**src/rtl/led_pattern_scheduler_pkg.sv**
```systemverilog
// Shared encodings for the LED pattern scheduler.
//   state_e  : scheduler FSM state (also exported on o_state)
//   colour_e : colour channel currently carrying the pattern
//   BTN_*    : bit positions of the button commands
//   SW_*     : bit positions of the switch fields
package led_pattern_scheduler_pkg;

  typedef enum logic [1:0] {
    ST_IDLE  = 2'd0,
    ST_SHIFT = 2'd1,
    ST_FLASH = 2'd2,
    ST_PAUSE = 2'd3
  } state_e;

  typedef enum logic [1:0] {
    COL_RED   = 2'd0,
    COL_GREEN = 2'd1,
    COL_BLUE  = 2'd2
  } colour_e;

  localparam int BTN_START = 0;
  localparam int BTN_PAUSE = 1;
  localparam int BTN_COLOR = 2;
  localparam int BTN_STOP  = 3;

  localparam int SW_RATE_LO = 0;
  localparam int SW_RATE_HI = 1;
  localparam int SW_PAT     = 2;
  localparam int SW_AUTO    = 3;

  // RED -> GREEN -> BLUE -> RED; the unused code recovers to RED.
  function automatic colour_e next_colour(input colour_e c);
    case (c)
      COL_RED:   next_colour = COL_GREEN;
      COL_GREEN: next_colour = COL_BLUE;
      default:   next_colour = COL_RED;
    endcase
  endfunction

endpackage

```
**src/rtl/led_pattern_scheduler_btn_sync.sv**
```systemverilog
// Button synchroniser and rising-edge detector.
//   clock : system clock
//   rst_n : asynchronous active-low reset
//   btn   : raw asynchronous button levels
//   rise  : one-cycle command per button press (sync2 & ~prev)
// A level rising before edge k shows on rise after edge k+1.
module btn_edge_sync
  import led_pattern_scheduler_pkg::*;
#(
  parameter int NB_BUTTONS = 4
) (
  input  logic                  clock,
  input  logic                  rst_n,
  input  logic [NB_BUTTONS-1:0] btn,
  output logic [NB_BUTTONS-1:0] rise
);

  logic [NB_BUTTONS-1:0] sync1, sync2, prev;

  always_ff @(posedge clock or negedge rst_n) begin
    if (!rst_n) begin
      sync1 <= '0;
      sync2 <= '0;
      prev  <= '0;
    end else begin
      sync1 <= btn;
      sync2 <= sync1;
      prev  <= sync2;
    end
  end

  assign rise = sync2 & ~prev;

endmodule

```
**src/rtl/led_pattern_scheduler.sv**
```systemverilog
// LED pattern scheduler: start/pause/stop control, pattern tick generation,
// automatic shift/flash alternation and colour channel routing.
//   clock          : system clock
//   i_reset        : asynchronous active-low reset
//   i_btn          : [0] start, [1] pause/resume, [2] next colour, [3] stop
//   i_sw           : [1:0] rate, [2] pattern when auto off, [3] auto enable
//   i_led_shiftreg : shift-register pattern
//   i_led_flash    : flash pattern
//   o_valid        : one-cycle tick to the pattern generators
//   o_led          : selected pattern
//   o_led_r/g/b    : selected pattern on the active colour channel, else 0
//   o_state        : FSM state encoding
module led_pattern_scheduler
  import led_pattern_scheduler_pkg::*;
#(
  parameter int          NB_LED            = 4,
  parameter int          NB_BUTTONS        = 4,
  parameter int          NB_SW             = 4,
  parameter int          NB_CNT            = 32,
  parameter int unsigned TICK_BASE         = 32'h00FF_FFFF,
  parameter int          NB_STEP           = 3,
  parameter int          STEPS_PER_PATTERN = 8
) (
  input  logic                  clock,
  input  logic                  i_reset,
  input  logic [NB_BUTTONS-1:0] i_btn,
  input  logic [NB_SW-1:0]      i_sw,
  input  logic [NB_LED-1:0]     i_led_shiftreg,
  input  logic [NB_LED-1:0]     i_led_flash,
  output logic                  o_valid,
  output logic [NB_LED-1:0]     o_led,
  output logic [NB_LED-1:0]     o_led_r,
  output logic [NB_LED-1:0]     o_led_g,
  output logic [NB_LED-1:0]     o_led_b,
  output logic [1:0]            o_state
);

  localparam logic [NB_CNT-1:0]  TICK_MAX  = NB_CNT'(TICK_BASE);
  localparam logic [NB_STEP-1:0] STEP_LAST = NB_STEP'(STEPS_PER_PATTERN - 1);

  logic [NB_BUTTONS-1:0] cmd;
  state_e                state, state_nxt, resume_st;
  colour_e               colour;
  logic [NB_CNT-1:0]     tick_cnt, limit;
  logic [NB_STEP-1:0]    step;
  logic                  auto_en, sw_pat, running, step_wrap;
  logic [NB_LED-1:0]     led_src;

  btn_edge_sync #(.NB_BUTTONS(NB_BUTTONS)) u_btn_sync (
    .clock (clock),
    .rst_n (i_reset),
    .btn   (i_btn),
    .rise  (cmd)
  );

  assign auto_en   = i_sw[SW_AUTO];
  assign sw_pat    = i_sw[SW_PAT];
  assign running   = (state == ST_SHIFT) || (state == ST_FLASH);
  assign step_wrap = o_valid && (step == STEP_LAST);
  // Each rate step divides the period by four.
  assign limit     = TICK_MAX >> {i_sw[SW_RATE_HI:SW_RATE_LO], 1'b0};

  // ---------------- FSM ----------------
  always_ff @(posedge clock or negedge i_reset) begin
    if (!i_reset) state <= ST_IDLE;
    else          state <= state_nxt;
  end

  // Stop beats pause beats start; pattern changes have the lowest priority.
  always_comb begin
    state_nxt = state;
    case (state)
      ST_IDLE:
        if (cmd[BTN_START])
          state_nxt = (auto_en || !sw_pat) ? ST_SHIFT : ST_FLASH;
      ST_SHIFT, ST_FLASH: begin
        if (cmd[BTN_STOP])       state_nxt = ST_IDLE;
        else if (cmd[BTN_PAUSE]) state_nxt = ST_PAUSE;
        else if (!auto_en)       state_nxt = sw_pat ? ST_FLASH : ST_SHIFT;
        else if (step_wrap)      state_nxt = (state == ST_SHIFT) ? ST_FLASH : ST_SHIFT;
      end
      ST_PAUSE: begin
        if (cmd[BTN_STOP])       state_nxt = ST_IDLE;
        else if (cmd[BTN_PAUSE]) state_nxt = resume_st;
      end
      default: state_nxt = ST_IDLE;
    endcase
  end

  // Pattern to return to after a pause.
  always_ff @(posedge clock or negedge i_reset) begin
    if (!i_reset)
      resume_st <= ST_SHIFT;
    else if (running && state_nxt == ST_PAUSE)
      resume_st <= state;
  end

  assign o_state = state;

  // ---------------- colour ----------------
  always_ff @(posedge clock or negedge i_reset) begin
    if (!i_reset)            colour <= COL_RED;
    else if (cmd[BTN_COLOR]) colour <= next_colour(colour);
  end

  // ---------------- tick generator ----------------
  // Frozen in PAUSE so a resume finishes the interrupted period.
  always_ff @(posedge clock or negedge i_reset) begin
    if (!i_reset) begin
      tick_cnt <= '0;
      o_valid  <= 1'b0;
    end else begin
      case (state)
        ST_SHIFT, ST_FLASH: begin
          if (tick_cnt >= limit) begin
            tick_cnt <= '0;
            o_valid  <= 1'b1;
          end else begin
            tick_cnt <= tick_cnt + NB_CNT'(1);
            o_valid  <= 1'b0;
          end
        end
        ST_PAUSE: o_valid <= 1'b0;
        default: begin
          tick_cnt <= '0;
          o_valid  <= 1'b0;
        end
      endcase
    end
  end

  // ---------------- step counter ----------------
  always_ff @(posedge clock or negedge i_reset) begin
    if (!i_reset)
      step <= '0;
    else if (state_nxt != state || !auto_en)
      step <= '0;
    else if (running && o_valid)
      step <= step + NB_STEP'(1);
  end

  // ---------------- LED outputs ----------------
  always_comb begin
    led_src = '0;
    case (state)
      ST_SHIFT: led_src = i_led_shiftreg;
      ST_FLASH: led_src = i_led_flash;
      ST_PAUSE: led_src = o_led;
      default:  led_src = '0;
    endcase
  end

  always_ff @(posedge clock or negedge i_reset) begin
    if (!i_reset) begin
      o_led   <= '0;
      o_led_r <= '0;
      o_led_g <= '0;
      o_led_b <= '0;
    end else begin
      o_led   <= led_src;
      o_led_r <= (colour == COL_RED)   ? led_src : '0;
      o_led_g <= (colour == COL_GREEN) ? led_src : '0;
      o_led_b <= (colour == COL_BLUE)  ? led_src : '0;
    end
  end

endmodule

```
**config.mk**
```make
export PLATFORM = sky130hd
export DESIGN_NAME = led_pattern_scheduler
export DESIGN_NICKNAME = d
export VERILOG_FILES = /design/src/rtl/led_pattern_scheduler_pkg.sv /design/src/rtl/led_pattern_scheduler_btn_sync.sv /design/src/rtl/led_pattern_scheduler.sv
export SDC_FILE = /design/constraint.sdc
export NUM_CORES = 1
export LEC_CHECK = 0
export ABC_AREA = 1
export CAP_MARGIN = 25
export CORE_MARGIN = 5
export CORE_UTILIZATION = 57
export CTS_CLUSTER_DIAMETER = 200
export DETAILED_ROUTE_END_ITERATION = 10
export PLACE_DENSITY = 0.89
export SLEW_MARGIN = 5
export SYNTH_ARGS = -nofsm -noshare
export SYNTH_HDL_FRONTEND = slang
export SYNTH_SLANG_ARGS = --single-unit
export TNS_END_PERCENT = 30
```
**constraint.sdc**
```tcl
create_clock -name clock -period 2.2 [get_ports clock]
set_input_delay 0.33 -clock clock [delete_from_list [all_inputs] [get_ports clock]]
set_output_delay 0.33 -clock clock [all_outputs]
set_load 0.01 [all_outputs]
```
==> results of run 1 <==
[power by group]
| group | leakage [nW] | switching [mW] | internal, mW |
|---|---|---|---|
| clock network | 0.113 | 0.491 | 0.621 |
| registers | 0.930 | 0.114 | 1.44 |
| logic | 1.09 | 0.949 | 0.455 |
[worst reg2reg max path, delay by kind of cell (launching register included)]
family | cells | cell delay [ns]
flops | 1 | 0.42
simple gates | 2 | 0.83
fa+ha+maj | 1 | 0.32
buf+inv | 2 | 0.22
compound gates | 1 | 0.18
[flip-flops by register name, indices dropped and copies added (netlist names)]
register	flops
colour	2
o_valid	1
resume_st	2
u_btn_sync.prev	4
u_btn_sync.sync1	4
tick_cnt	32
o_led	4
step	3
o_state	2
u_btn_sync.sync2	4
o_led_g	4
o_led_r	4
o_led_b	4
[repair_timing]
item                                   in CTS  in global routing
gates resized for setup                     1                  3
gates cloned                                0                  1
endpoints found under the hold margin       0                  0
setup endpoints to repair                   1                  7
[final timing paths]
kind	to	from	slack (ns)	cells past startpoint
setup / recovery	tick_cnt[15]$_DFFE_PN0P_	i_sw[0]	0.05	11
min in group clock	u_btn_sync.sync2[2]$_DFF_PN0_	u_btn_sync.sync1[2]$_DFF_PN0_	0.35	0
setup reg to reg	tick_cnt[15]$_DFFE_PN0P_	o_state[0]$_DFF_PN0_	0.15	6
hold reg to reg	u_btn_sync.sync2[2]$_DFF_PN0_	u_btn_sync.sync1[2]$_DFF_PN0_	0.35	0
hold / removal	o_led_b[0]$_DFF_PN0_	i_reset	-0.01	2
max in group asynchronous	resume_st[0]$_DFFE_PN1P_	i_reset	1.90	2
[layout by cell type, fill, tap and decap left out, types with 2 or more instances in the layout]
cell type        instances
ha_1                    13
xnor2_1                  4
o21ai_2                 20
nand3_1                 23
inv_1                   53
a21oi_1                  6
clkdlybuf4s50_1         35
nand2_1                128
nand2_4                  2
nor3_1                   6
nor2_4                   3
inv_2                    2
o21ai_0                  9
nand4_1                  3
xor2_1                  14
nand3b_1                 2
nor3_2                   2
o21ai_1                  2
dfrtp_1                 68
clkbuf_8                12
o211ai_1                 2
nor2_1                  44
buf_4                    4
nand2_2                  3
nor2_2                   2
mux2i_1                  2
[metal layers]
| metal | wire, um | global-route usage, % |
|---|---|---|
| met5 | 0 | 0 |
| met4 | 225 | 11.2 |
| met3 | 267 | 3.47 |
| met2 | 3900 | 35.5 |
| met1 | 3190 | 25.2 |
[cells by family after synthesis]
| kind of cell | share of synthesized area, % |
|---|---|
| simple gates | 26.8 |
| flops | 48.5 |
| buf+inv | 7.51 |
| compound gates | 7.79 |
| xor+xnor | 4.36 |
| fa+ha+maj | 4.50 |
| mux | 0.554 |
[per-stage QoR]
step | util [%] | cell area (um2) | TNS [ns] | hold slack (ns)
detailed placement | 64.9 | 4050 | -5.95 | 0.336
CTS | 68.4 | 4270 | 0 | 0.00778
finish | 68.6 | 4280 | 0 | -0.0116
floorplan | - | 3610 | 0 | 0.0344
global route | 68.6 | 4280 | -0.00261 | 0.0127
global placement | 64.9 | 4050 | -2.89 | 0.332
[layout make-up]
| cell class | count | share of cell area [%] |
|---|---|---|
| tap | 77 | 2.25 |
| sequential | 70 | 41.0 |
| clock buffer | 12 | 3.86 |
| multi-input combinational | 295 | 37.4 |
| clock inverter | 4 | 1.23 |
| inverter | 55 | 4.82 |
| timing repair buffer | 41 | 9.47 |
==> out/metrics.cfg, run 1 <==
[route]
detail-route-antenna-nets = 0
detail_route.drc_violations = 0
drt-total-wl_mm = 7.59
detail_route.first_pass.iterations = 5
detail_route.iter0.violations = 236
num_vias = 2937
detail_route.wl_per_cell_um = 13.7
vias_per_cell = 5.30

[final_layout]
multiInputGateArea_um2 = 1600
final_net_count = 503
final_layout_size_suffix_gt1_share_pct = 13.0
regArea_um2 = 1750
filler_cell_count = 477
instances_no_fill = 554
n_antenna_cell = 0
syn2layout_area_growth_pct = 18.4

[clocking]
hold_buffers = 0
cts_tree = yes
clock_tree.htree_level_count = 3
cts_made_buffers = 9
post_cts.repair.setup_buffers = 0
numClockSinks = 70
cts_buffer_depth = 2
clk_latency_worst_skew_pair_ns = 0.35
clk_root_buffer_cell = clkbuf_8
clk_pin_slew_worst_paths_ns = 0.07

[global_route]
grt_util_all_layers_pct = 20.8
grt_pass1_vias = 2888
grt_pass1_wl_mm = 12.8
overflow = 0
grt_max_degree = 71
antenna_found_initial = 0

[logic_synthesis]
ys.warnings.count = 0
avgSynthCellArea_um2 = 8.51
postSynthNetCount = 456
synth-async-reset-ratio_pct = 100
ys_types = 31
synth_top_cells_by_count = nand2_1, dfrtp_1, inv_1
yosys-top-cells-area = dfrtp_1, nand2_1, inv_1, o21ai_2, nor2_1
synth-edff-count = 0
yosysTopAreaCellShare_pct = 47.8
synth-seq-area-share_pct = 48.5
synth.cell_area_um2 = 3610
synthMostInstantiatedCell = nand2_1
yosys.area.top_type = dfrtp_1
synthFlopType = dfrtp_1
syn-instance-count = 425
ys_ff_latch = 70

[timing]
final_hold_viol_count = 9
report.final.slew_viol_count = 0
postLayoutSetupSlackWorst_ns = 0.0480
timing.final.crit_share_pct = 97.8
max_clock_freq_mhz = 465
slew_of_the_pin_with_the_lowest_slew_margin_ns = 0.702
grt_setup_unrepaired = true
final_period_minus_worst_setup_slack_ns = 2.15
skew_ns = 0.00824
finalSetupViolations = 0
slew-limit-headroom_pct = 53.0
timing.hold.ws_ns = -0.0116

[setup_path]
worst_path_most_repeated_cell = nor2_1
crit_fanout = 12
critPathKind = primary input to register
timing.critical_path.arrival_ns = 2.43
worst-path-buf-inv = 1
cp_data_required_time_ns = 2.48
worst_path_dominant_cell_family = simple AND/OR/NAND/NOR gates
crit_path_cell_trace = clkdlybuf4s50_1, or2_2, ha_1, nand2_1, nor2_1, o21ai_0, o211ai_1, nor2_1, and2_4, nand2_4, o21ai_2
crit_path_start_kind = primary input
crit_path_max_incr_delay_ns = 0.43
endpoint_kind = register
cpMaxStageDelayCell = clkdlybuf4s50_1

[placed_design]
port_buffers = 36
place.gp.congestion = 0.847
dp_hpwl_mm = 5.33
pre_cts_slack_ns = -0.308
placed_cells_incl_taps = 537

[floorplan]
design.portCount = 37
initial_utilization_pct = 57.9
number_of_cell_rows = 29
fp.dieH_um = 89.6
chipWidth_um = 89.6
core_area_um2 = 6240
floorplan.die_area_um2 = 8030

[power]
tot_pwr_mw = 4.07
irDropWorstVdd_mv = 0.735
static-leakage-power_nw = 2.13
powerDensity_nw_per_um2 = 950

[outcome]
failed_checks = hold timing
run_status = finished, violations left

[flow_run]
max_cap_viol_count = 0

[hold_path]
min_path_type = primary input to async pin

Power figures use the tool's default switching activity.
==> run 2, diff against run 1 <==
- CORE_UTILIZATION: 57 -> 45
- PLACE_DENSITY: 0.89 -> 0.75
==> run 2 against run 1 <==
  * The run now ends clean
  * Largest power group unchanged
  * Flip-flop and latch count is the same
  * Wire length shrank 5.6%
  * Power fell by 4.8%
  * Via count decreased by 4.8%
  * Cell count up 4.7%
  * Combinational power shrank 5%
  * Sequential power about the same
  * Final area is 0.26% higher
  * Highest routed layer unchanged
==> out/metrics.cfg, run 2 (same netlist as run 1, synthesis figures left out) <==
[route]
drt-total-wl_mm = 7.16
detail-route-antenna-nets = 0
detail_route.drc_violations = 0
vias_per_cell = 4.82
detail_route.first_pass.iterations = 4
detail_route.wl_per_cell_um = 12.3
num_vias = 2797
detail_route.iter0.violations = 110

[setup_path]
rr_startpoint = o_state[0]$_DFF_PN0_
r2r_setup_slack_ns = 0.32
crit_fanout = 24
crit_path_start_kind = primary input
worstRegToRegCells = 11
critPathKind = primary input to register
reg2reg_to = resume_st[1]$_DFFE_PN0P_
endpoint_kind = register
timing.critical_path.arrival_ns = 2.31
cp_data_required_time_ns = 2.43

[clocking]
clock_tree.htree_level_count = 3
cts_tree = yes
clk_root_buffer_cell = clkbuf_8
cts_made_buffers = 9
clk_latency_worst_skew_pair_ns = 0.35
clk_pin_slew_worst_paths_ns = 0.08
numClockSinks = 70
cts_buffer_depth = 2

[timing]
skew_ns = 0.00681
timing.final.crit_share_pct = 94.6
grt_setup_unrepaired = true
slew_of_the_pin_with_the_lowest_slew_margin_ns = 0.496
slew-limit-headroom_pct = 66.8
report.final.slew_viol_count = 0
final_hold_viol_count = 0
postLayoutSetupSlackWorst_ns = 0.118
max_clock_freq_mhz = 480
finalSetupViolations = 0
timing.hold.ws_ns = 0.349
final_period_minus_worst_setup_slack_ns = 2.08

[final_layout]
filler_cell_count = 716
syn2layout_area_growth_pct = 18.8
largest_register_ffs = 32
final_net_count = 504
final_area_um2 = 4290
final_cell_mix = nand2_1, dfrtp_1, inv_1, nor2_1, clkdlybuf4s50_1
n_antenna_cell = 0
registers.top_by_ff_count = tick_cnt
commonest_non_fill_non_tap_cell_in_the_layout = nand2_1
instances_no_fill = 580
final_layout_size_suffix_gt1_share_pct = 13.0

[global_route]
grt_pass1_vias = 2873
grt_util_all_layers_pct = 16.2
grt_pass1_wl_mm = 12.8
antenna_found_initial = 0
grt_max_degree = 71
overflow = 0

[power]
powerDensity_nw_per_um2 = 903
irDropWorstVdd_mv = 0.450
static-leakage-power_nw = 2.12
tot_pwr_mw = 3.88

[hold_path]
holdCritStartpoint = u_btn_sync.sync1[2]$_DFF_PN0_
min_path_type = register to register
hold_path_end = u_btn_sync.sync2[2]$_DFF_PN0_
whs_path_depth = 0

[placed_design]
placed_cell_area_um2 = 4090
place.gp.congestion = 0.809
placed_cells_incl_taps = 563
dp_hpwl_mm = 5.19
pre_cts_slack_ns = -0.263
port_buffers = 36

[floorplan]
initial_utilization_pct = 46.5
chipWidth_um = 99.6
design.portCount = 37
floorplan.die_area_um2 = 9930
number_of_cell_rows = 32
core_area_um2 = 7770
fp.dieH_um = 99.6

[outcome]
run_status = finished clean

[flow_run]
max_cap_viol_count = 0

run 2: worst max-delay path by stage:
| stage | cells after the start | endpoint | slack [ns] | from |
|---|---|---|---|---|
| after floorplan | 11 | tick_cnt[0]$_DFFE_PN0P_ | 0.36 | i_sw[0] |
| after global placement | 11 | tick_cnt[10]$_DFFE_PN0P_ | -0.16 | i_sw[0] |
| after detailed placement | 11 | tick_cnt[9]$_DFFE_PN0P_ | -0.26 | i_sw[0] |
| after CTS | 11 | tick_cnt[8]$_DFFE_PN0P_ | 0.13 | i_sw[0] |
| after global routing | 11 | tick_cnt[9]$_DFFE_PN0P_ | -0.02 | i_sw[0] |
| final | 11 | tick_cnt[9]$_DFFE_PN0P_ | 0.12 | i_sw[0] |
run 2: report_power, final:
part | switching (mW) | internal [mW] | total, mW | leakage [nW]
Clock | 0.537 | 0.459 | 0.997 | 0.0918
Combinational | 0.881 | 0.453 | 1.33 | 1.09
Sequential | 0.109 | 1.44 | 1.55 | 0.931
run 2: worst max-delay path, cell delays in order:
cell and delay [ns]:
clkdlybuf4s50_1 0.43, or2_2 0.32, ha_1 0.30, nand2_1 0.07, nor2_1 0.13, o21ai_0 0.10, o211ai_1 0.09, nor2_1 0.05
and2_4 0.17, nand2_8 0.19, o21ai_0 0.11
run 2: what timing repair did:
item                                    in CTS  in global routing
resized for setup                            0                  4
endpoints found under the setup margin       0                  6
hold buffers                                 1                  0
hold endpoints to repair                    52                  0
setup buffers                                0                  0
run 2: metal layers:
metal	up-vias	track usage (%)	part of all wire, %
li1	1423	-	-
met1	1319	19.2	44
met2	37	27.4	51
met3	18	3.72	3.0
met4	0	8.51	2.8
met5	-	0	0
run 2: layout make-up:
type	instances	area [um2]	share of cell area, %
timing repair buffer	43	423	9.85
inverter	55	206	4.81
multi-input combinational	294	1590	37.1
clock inverter	6	52.6	1.22
sequential	70	1750	40.8
tap	102	128	2.97
clock buffer	10	138	3.21
run 2: stage by stage:
step / TNS (ns) / utilization [%]
after floorplan: 0 / -
after detailed placement: -5.22 / 52.7
after global placement: -3.07 / 52.7
after global routing: -0.0470 / 55.3
after CTS: 0 / 55.2
final: 0 / 55.3
==> run 3, diff against run 2 <==
- CAP_MARGIN: 25 -> 20
- SKIP_LAST_GASP: unset -> 1
==> run 3 against run 2 <==
  * Flip-flop and latch count unchanged
  * Register-to-register slack got worse by 0.06 ns
  * Cell count unchanged
  * Combinational power is essentially flat
  * Via count decreased by 0.14%
  * Critical endpoint is now tick_cnt[7]$_DFFE_PN0P_
  * Maximum frequency about the same
==> out/metrics.cfg, run 3 (same netlist as run 1, synthesis figures left out) <==
[outcome]
run_status = finished clean

[power]
power_frac_seq_pct = 39.8
static-leakage-power_nw = 2.12
tot_pwr_mw = 3.87
comb_power_share_pct = 34.4
powerDensity_nw_per_um2 = 902
power_switching_share_pct = 39.4
cell_internal_pwr_mw = 2.35
irDropWorstVdd_mv = 0.450
net-switching-power_mw = 1.53
power.share.clock_pct = 25.8

[final_layout]
final_layout_size_suffix_gt1_share_pct = 12.8
final_net_count = 504
final_cell_mix = nand2_1, dfrtp_1, inv_1, nor2_1, clkdlybuf4s50_1
commonest_non_fill_non_tap_cell_in_the_layout = nand2_1
registers.top_by_ff_count = tick_cnt
utilization_pct = 55.3
n_antenna_cell = 0
syn2layout_area_growth_pct = 18.8
final_area_um2 = 4290
largest_register_ffs = 32
instances_no_fill = 580
filler_cell_count = 716

[hold_path]
whs_path_depth = 0
min_path_type = register to register

[floorplan]
initial_utilization_pct = 46.5
chipWidth_um = 99.6
design.portCount = 37
fp.dieH_um = 99.6
number_of_cell_rows = 32
floorplan.die_area_um2 = 9930
core_area_um2 = 7770

[setup_path]
critPathKind = primary input to register
crit_fanout = 24
cp_data_required_time_ns = 2.43
worstRegToRegCells = 11
timing.critical_path.arrival_ns = 2.31
crit_path_start_kind = primary input
endpoint_kind = register

[route]
detail-route-antenna-nets = 0
detail_route.wl_per_cell_um = 12.3
detail_route.first_pass.iterations = 4
num_vias = 2793
vias_per_cell = 4.82
drt-total-wl_mm = 7.16
detail_route.drc_violations = 0
detail_route.iter0.violations = 115

[clocking]
post_cts.repair.setup_buffers = 0
cts_tree = yes
cts_made_buffers = 9
clk_pin_slew_worst_paths_ns = 0.08
numClockSinks = 70
cts_buffer_depth = 2
clk_root_buffer_cell = clkbuf_8
clock_tree.htree_level_count = 3
clk_latency_worst_skew_pair_ns = 0.35

[placed_design]
pre_cts_slack_ns = -0.263
placed_cell_area_um2 = 4090
port_buffers = 36
place.gp.congestion = 0.809
dp_hpwl_mm = 5.19
placed_cells_incl_taps = 563

[global_route]
overflow = 0
grt_max_degree = 71
grt_util_all_layers_pct = 16.2
antenna_found_initial = 0
grt_pass1_vias = 2873
grt_pass1_wl_mm = 12.8

[timing]
skew_ns = 0.00677
slew_of_the_pin_with_the_lowest_slew_margin_ns = 0.490
grt_setup_unrepaired = true
report.final.slew_viol_count = 0
final.setup.tns_ns = 0
max_clock_freq_mhz = 480
slew-limit-headroom_pct = 67.2
final_hold_viol_count = 0
final_period_minus_worst_setup_slack_ns = 2.08
finalSetupViolations = 0
timing.hold.ws_ns = 0.349
postLayoutSetupSlackWorst_ns = 0.116
timing.final.crit_share_pct = 94.7

[flow_run]
max_cap_viol_count = 0

run 3: what timing repair did:
action                                 CTS  global route
hold buffers                             1             0
endpoints found under the hold margin   52             0
setup endpoints to repair                0             6
resized for setup                        0             2
run 3: path summary, 6_finish.rpt:
path	from	to	slack, ns
setup / recovery	i_sw[0]	tick_cnt[7]$_DFFE_PN0P_	0.12
hold / removal	u_btn_sync.sync1[2]$_DFF_PN0_	u_btn_sync.sync2[2]$_DFF_PN0_	0.35
setup reg to reg	o_state[1]$_DFF_PN0_	resume_st[1]$_DFFE_PN0P_	0.26
hold reg to reg	u_btn_sync.sync1[2]$_DFF_PN0_	u_btn_sync.sync2[2]$_DFF_PN0_	0.35
max in group asynchronous	i_reset	resume_st[0]$_DFFE_PN1P_	1.35
min in group asynchronous	i_reset	o_led_r[2]$_DFF_PN0_	0.52
run 3: final cells by class:
class / count / area [um2] / share of cell area, %
flip-flops and latches: 70 / 1750 / 40.8
repair buffers: 43 / 423 / 9.85
inverters: 55 / 206 / 4.81
well taps: 102 / 128 / 2.97
multi-input cells: 294 / 1590 / 37.1
clock inverters: 6 / 52.6 / 1.22
clock buffers: 10 / 138 / 3.21
run 3: power groups by stage:
stage / combinational, mW / sequential (mW) / clock (mW)
2_1_floorplan: 1.01 / 1.59 / 0
3_3_place_gp: 1.30 / 1.56 / 0
3_5_place_dp: 1.34 / 1.57 / 0
4_1_cts: 1.34 / 1.55 / 1.04
5_1_grt: 1.51 / 1.57 / 1.09
6_report: 1.33 / 1.54 / 0.998
run 3: per-layer routing:
layer  GRT usage [%]  vias up  part of all wire, %
met1            19.2     1321                   44
met5               0        -                    0
met3            3.72       18                  2.6
met4            8.51        0                  2.9
li1                -     1424                    -
met2            27.4       30                   51
run 3: critical path: stages:
cell             delay [ns]
clkdlybuf4s50_1        0.43
or2_2                  0.32
ha_1                   0.30
nand2_1                0.07
nor2_1                 0.13
o21ai_0                0.10
o211ai_1               0.09
nor2_1                 0.05
and2_4                 0.17
nand2_8                0.19
o21ai_0                0.11
